<file path="config.mk">
export PLATFORM = sky130hd
export DESIGN_NAME = pokey_serin_rx
export DESIGN_NICKNAME = d
export VERILOG_FILES = /design/src/rtl/pokey_serin_rx.sv
export SDC_FILE = /design/constraint.sdc
export NUM_CORES = 1
export LEC_CHECK = 0
export BUFFER_PORTS_ARGS = -buffer_cell sky130_fd_sc_hd__buf_2
export CAP_MARGIN = 20
export CORE_UTILIZATION = 49
export DETAILED_ROUTE_END_ITERATION = 8
export HOLD_SLACK_MARGIN = 0.1
export PLACE_DENSITY = 0.83
export SETUP_SLACK_MARGIN = 0.5
export SLEW_MARGIN = 20
export SYNTH_ARGS = -nofsm -noshare
export SYNTH_HDL_FRONTEND = slang
export SYNTH_SLANG_ARGS = --single-unit
</file>
<file path="constraint.sdc">
create_clock -name clk -period 1.4 [get_ports clk]
set_input_delay 0.28 -clock clk [delete_from_list [all_inputs] [get_ports clk]]
set_output_delay 0.28 -clock clk [all_outputs]
set_load 0.1 [all_outputs]
</file>
<file path="src/rtl/pokey_serin_rx.sv">
// POKEY serial-input deserialiser: 8N1 frames on a 16x oversample strobe,
// producing SERIN, the serial-input-done request and the SKSTAT error bits.
module pokey_serin_rx #(
  parameter int unsigned OVS   = 16,
  parameter int unsigned DBITS = 8
) (
  input  logic             clk,
  input  logic             reset,
  input  logic             enp,
  input  logic             tick,
  input  logic             sid,
  input  logic             irq_ack,
  input  logic             skres,
  output logic [DBITS-1:0] serin,
  output logic             rx_done,
  output logic             irq_pend,
  output logic             frame_err,
  output logic             overrun,
  output logic             busy,
  output logic             sid_sync
);

  localparam int unsigned TW = (OVS > 1) ? $clog2(OVS) : 1;
  localparam int unsigned BW = $clog2(DBITS + 1);

  typedef enum logic [1:0] {IDLE, START, DATA, STOP} state_t;

  state_t           state_q;
  logic             sync1_q, sync2_q;
  logic [TW-1:0]    tcnt_q;
  logic [BW-1:0]    bcnt_q;
  logic [DBITS-1:0] shift_q, serin_q;
  logic             rx_done_q, irq_q, ferr_q, ovr_q;

  logic             step, tc_half, tc_full, complete;
  logic [DBITS-1:0] shift_d;

  assign step     = enp & tick;
  assign tc_half  = (tcnt_q == TW'(OVS/2 - 1));
  assign tc_full  = (tcnt_q == TW'(OVS - 1));
  assign complete = step && (state_q == STOP) && tc_full;
  // Right shift so the first (LSB) data bit lands in bit 0 after DBITS samples.
  assign shift_d  = {sync2_q, shift_q[DBITS-1:1]};

  always_ff @(posedge clk or posedge reset) begin
    if (reset) begin
      state_q   <= IDLE;
      sync1_q   <= 1'b1;
      sync2_q   <= 1'b1;
      tcnt_q    <= '0;
      bcnt_q    <= '0;
      shift_q   <= '0;
      serin_q   <= '0;
      rx_done_q <= 1'b0;
      irq_q     <= 1'b0;
      ferr_q    <= 1'b0;
      ovr_q     <= 1'b0;
    end else begin
      if (enp) begin
        sync1_q <= sid;
        sync2_q <= sync1_q;
      end

      rx_done_q <= complete;
      if (complete) serin_q <= shift_q;

      // Set has priority over the clear strobes, which ignore enp.
      if (complete)      irq_q <= 1'b1;
      else if (irq_ack)  irq_q <= 1'b0;
      if (complete && !sync2_q) ferr_q <= 1'b1;
      else if (skres)           ferr_q <= 1'b0;
      if (complete && irq_q)    ovr_q  <= 1'b1;
      else if (skres)           ovr_q  <= 1'b0;

      if (step) begin
        case (state_q)
          IDLE: begin
            if (!sync2_q) begin
              state_q <= START;
              tcnt_q  <= '0;
            end
          end
          START: begin
            if (tc_half) begin
              tcnt_q  <= '0;
              bcnt_q  <= '0;
              state_q <= sync2_q ? IDLE : DATA;
            end else begin
              tcnt_q <= tcnt_q + 1'b1;
            end
          end
          DATA: begin
            if (tc_full) begin
              tcnt_q  <= '0;
              shift_q <= shift_d;
              bcnt_q  <= bcnt_q + 1'b1;
              if (bcnt_q == BW'(DBITS - 1)) state_q <= STOP;
            end else begin
              tcnt_q <= tcnt_q + 1'b1;
            end
          end
          STOP: begin
            if (tc_full) begin
              tcnt_q  <= '0;
              state_q <= IDLE;
            end else begin
              tcnt_q <= tcnt_q + 1'b1;
            end
          end
          default: state_q <= IDLE;
        endcase
      end
    end
  end

  assign serin     = serin_q;
  assign rx_done   = rx_done_q;
  assign irq_pend  = irq_q;
  assign frame_err = ferr_q;
  assign overrun   = ovr_q;
  assign busy      = (state_q != IDLE);
  assign sid_sync  = sync2_q;

endmodule

</file>
Word level (Yosys, flattened, before mapping)
Cells that the tools add are included.
{"block": "totals", "reg_bits": 32, "out_inout_bits": 14, "word_cells": 60, "in_bits": 7}
{"block": "classes", "bitwise_logic": 1, "n_eq_ne": 11, "mux": 19, "reduce_logical": 16, "add_sub_neg": 2}
{"cell": "$mux W4", "count": 5}
{"cell": "$mux W2", "count": 6}
{"cell": "$pmux W4 S3", "count": 1}
{"cell": "$ne A2 B2 Y1 const B", "count": 5}
{"cell": "$reduce_bool A2 Y1", "count": 5}
{"cell": "$add A4 B1 Y4 const B", "count": 2}
{"cell": "$eq A4 B3 Y1 const B", "count": 2}
{"cell": "$pmux W2 S4", "count": 1}
{"cell": "$pmux W4 S2", "count": 1}
{"cell": "$reduce_and A6 Y1", "count": 1}
{"cell": "$mux W1", "count": 5}
{"cell": "$eq A2 B2 Y1 const B", "count": 2}
{"cell": "$eq A4 B4 Y1 const B", "count": 1}
{"cell": "$logic_and A1 B1 Y1", "count": 4}
{"cell": "$reduce_and A4 Y1", "count": 1}
{"cell": "$reduce_and A3 Y1", "count": 1}
{"cell": "$eq A2 B1 Y1 const B", "count": 1}
{"cell": "$logic_not A2 Y1", "count": 1}
{"cell": "$reduce_and A2 Y1", "count": 1}
{"cell": "$reduce_or A2 Y1", "count": 1}
{"cell": "$and A1 B1 Y1", "count": 1}
{"cell": "$logic_not A1 Y1", "count": 1}

Logic depth before layout (Yosys ltp)
{"block": "depth", "word_depth": 5, "depth_mapped": 4, "depth_no_buf": 4}

Worst setup path after synthesis
No wires, ideal clock.
{"block": "synth_path", "path_kind": "flip-flop to flip-flop", "from": "reg (tool-made name)", "to": "reg tcnt_q[3]", "setup_slack_ps": -172, "required_ps": 1320, "stages_incl_launch_ff": 5, "arrival_time_ps": 1492, "setup_time_ps": 80, "synth_period_minus_slack_ps": 1572, "path_cell_list": "dfrtp_1 nor2_1 inv_1 o21ai_0 o2bb2ai_1"}
{"item": "to (signal assigned)", "line": "89", "text": "tcnt_q <= tcnt_q + 1'b1;"}
{"item": "to (signal assigned)", "line": "99", "text": "tcnt_q <= tcnt_q + 1'b1;"}
{"item": "to (signal assigned)", "line": "107", "text": "tcnt_q <= tcnt_q + 1'b1;"}
{"item": "to (decl)", "line": "30", "text": "logic [TW-1:0] tcnt_q;"}

Worst setup path in the final report
{"block": "layout_path", "from": "reg state_q[0]", "to": "out busy"}
{"block": "layout_between", "elab_chain_len": 1}
{"item": "from (decl)", "line": "28", "text": "state_t state_q;"}
{"item": "from (signal assigned)", "line": "87", "text": "state_q <= sync2_q ? IDLE : DATA;"}
{"item": "$reduce_bool A2 Y1", "line": "121", "text": "assign busy = (state_q != IDLE);"}
{"item": "to (decl)", "line": "19", "text": "output logic busy,"}
Every way passes these cells.

==> out/qor.txt <==
Max Clk Rate: 0.598 GHz
Area growth syn-to-layout: 80.0%
Clock Latency Late Sink: 350 ps
Initial Util: 0.517
Initial antenna violation count: 0
Largest stage delay, worst path: 430 ps
Vias per cell: 5.89
Initial detailed-routing violation count: 27
Placer Congestion: 0.831
Status: complete, but fails checks
CP arrival: 1390 ps
Max-slew violations: 0
Worst path slowest cell: dfrtp_1
Proportion of layout cells with a drive suffix above 1: 0.730
CP Launch Type: register
Synthesized instance count: 109
Synth top area cells: dfrtp_1 (53%), mux2_1 (8.0%), mux2_2 (6.4%)
CTS Root Buffer Type: clkbuf_4
Period utilization: 1.19
Max-capacitance violation count: 0
Drt first pass iters: 4
Flops & latches, synth: 32
Final Skew: 9.94 ps
Post-synth cell types: 32
Area of the die: 0.00310 sq mm
Synth area leader: dfrtp_1
Layout Nets: 186
Worst path buffer plus inverter count: 3
Relative max-transition margin: 0.730
Die height: 55.7 um
Design Power: 3.62 mW
Unrepaired setup endpoints after global routing: yes
CP endpoint kind: output pin
DRC errors left: 0
Worst-case clock buffer depth: 2
H-tree depth: 2
Synth top area share: 0.531
Core ar.: 0.00273 sq mm
Delay-heaviest family, CP: buffers and inverters
Die width: 55.7 um
Peak supply drop: 1530 uV
Per-cell routed wire length: 23.4 um
Post-route cell area: 0.00254 sq mm
Worst endpoint required time: 1120 ps
Total grt overflow: 0
Final WL: 4.90 mm
Worst-margin pin slew: 403 ps
Syn Area/Cell: 13.0 sq um
CTS tree: yes
Syn Nets: 118
Static leakage power: 1.10 nW
Antenna cells: 0
Cell Chain, Critical Path: buf_6 > nor2_4 > clkinvlp_4 > buf_12
Clk sink count: 32
First-pass GRT wire length: 6.89 mm
Clock buffer count from CTS: 5
Setup-failing EPs final: 26
Violated checks: negative hold slack, negative setup slack
DP Area: 0.00200 sq mm
Cell Rows: 19
Vias in the first global route: 1,321
Vias: 1,231
Largest net degree at the start of global routing: 18
Fill cells: 86
Gr usage total: 0.306
Post-DP HPWL: 2.23 mm
Power Dens Cells: 1420 mW/mm^2
Max FO, Critical Path: 3
I/O pins: 21
Sequential fraction of the synthesis area: 0.568
FF-to-FF setup slack: -250 ps
Synthesized area: 0.00141 sq mm
Final Hold Fails: 13
Input/output buffers: 20
Worst Setup Path Type: reg -> out
Antenna Violating Nets Remaining: 0
CTS clk-pin slew, worst paths: 110 ps
Final WS setup: -271 ps
Syn. warnings: 0
Hold_ws: -91.8 ps
Final min period: 1670 ps
Worst Hold Class: in -> async
[cells in the mapped netlist]
cell type  count
dfrtp_1       30
mux2_1        10
inv_1          8
mux2_2         8
nor2_1         5
mux2i_1        4
nand2_1        3
nand3_1        3
o2bb2ai_1      3
o31ai_1        3
a21oi_1        2
a22o_1         2
buf_2          2
dfstp_2        2
ha_1           2
nand4_2        2
nor2_4         2
nor3_1         2
o21ai_0        2
o32ai_1        2
a21o_1         1
a2bb2oi_1      1
and3b_1        1
nand3b_2       1
nand4_1        1
o22ai_1        1
o32a_1         1
or2_1          1
or3_1          1
or3b_2         1
or4_1          1
xor2_1         1
[sequential cells by signal (all words and copies together), names as in the netlist, named ones only]
name and cells:
serin 8, shift_q 8, bcnt_q 4, tcnt_q 4, frame_err 1, irq_pend 1, overrun 1, rx_done 1
sid_sync 1, state_q 1, sync1_q 1
[layer usage]
metal | part of all wire | up-vias | track usage | wire (um)
met5 | 0 | - | 0 | 0
met4 | 0.032 | 0 | 0.125 | 155
met3 | 0.063 | 18 | 0.0767 | 311
met2 | 0.53 | 62 | 0.554 | 2580
met1 | 0.38 | 617 | 0.340 | 1850
li1 | - | 534 | - | -
[report_power, final]
group,switching [mW],leakage [nW],internal (mW)
clock,0.341,0.0422,0.374
combinational,0.846,0.667,0.836
sequential,0.179,0.393,1.04
total,1.37,1.10,2.25
[placed cells by master, fill, tap and decap left out, types with 3 or more instances in the layout]
| cell type | n |
|---|---|
| buf_2 | 6 |
| buf_6 | 13 |
| nand3_1 | 3 |
| dfrtp_1 | 16 |
| nand2_1 | 3 |
| mux2i_1 | 4 |
| mux2_4 | 17 |
| buf_4 | 26 |
| nor2_1 | 3 |
| inv_1 | 6 |
| buf_12 | 17 |
| nor2_4 | 3 |
| clkbuf_4 | 5 |
| dfrtp_4 | 12 |
[path summary, 6_finish.rpt]
path	cells after the start	endpoint	startpoint
setup / recovery	4	busy	state_q[0]
hold / removal	2	state_q[0]	reset
setup reg to reg	8	tcnt_q[2]	state_q[0]
hold reg to reg	1	bcnt_q[2]	bcnt_q[2]
max in group asynchronous	3	rx_done	reset
min in group clk	2	irq_pend	irq_ack
[metrics by stage]
stage | utilization | setup TNS, ps | std cells | hold slack [ps] | worst slack [ps]
floorplan | - | -516 | 109 | 208 | -75.5
global placement | 0.731 | -206 | 175 | 283 | -24.1
detailed placement | 0.731 | -950 | 175 | 293 | -95.2
CTS | 0.875 | -1890 | 200 | -81.2 | -199
global route | 0.931 | -4620 | 209 | -75.3 | -357
finish | 0.931 | -3620 | 209 | -91.8 | -271
[repair_timing]
item,4_1_cts,5_1_grt
gates cloned,1,0
gates resized for setup,38,18
pin swaps,17,8
setup buffers,16,9
endpoints found under the setup margin,44,45
hold endpoints to repair,13,13
[cell type report]
type	count	area [sq um]	area share
clock buffer	6	41.3	0.0162
clock inverter	2	35.0	0.0138
inverter	8	37.5	0.0147
multi-input combinational	67	801	0.315
sequential	32	855	0.336
tap	31	38.8	0.0152
timing repair buffer	63	737	0.290
[logic make-up (layout without fill, tap and decap cells)]
| kind of cell | count (synthesis) | count (layout) | synth area share |
|---|---|---|---|
| AO/OA/AOI/OAI | 18 | 18 | 0.0965 |
| XOR/XNOR | 1 | 1 | 0.00620 |
| adder cells (fa/ha/maj) | 2 | 2 | 0.0177 |
| buffers and inverters | 10 | 79 | 0.0283 |
| flip-flops | 32 | 32 | 0.568 |
| multiplexers | 22 | 22 | 0.172 |
| AND/OR/NAND/NOR | 24 | 24 | 0.112 |
(Power assumes the default switching activity.)
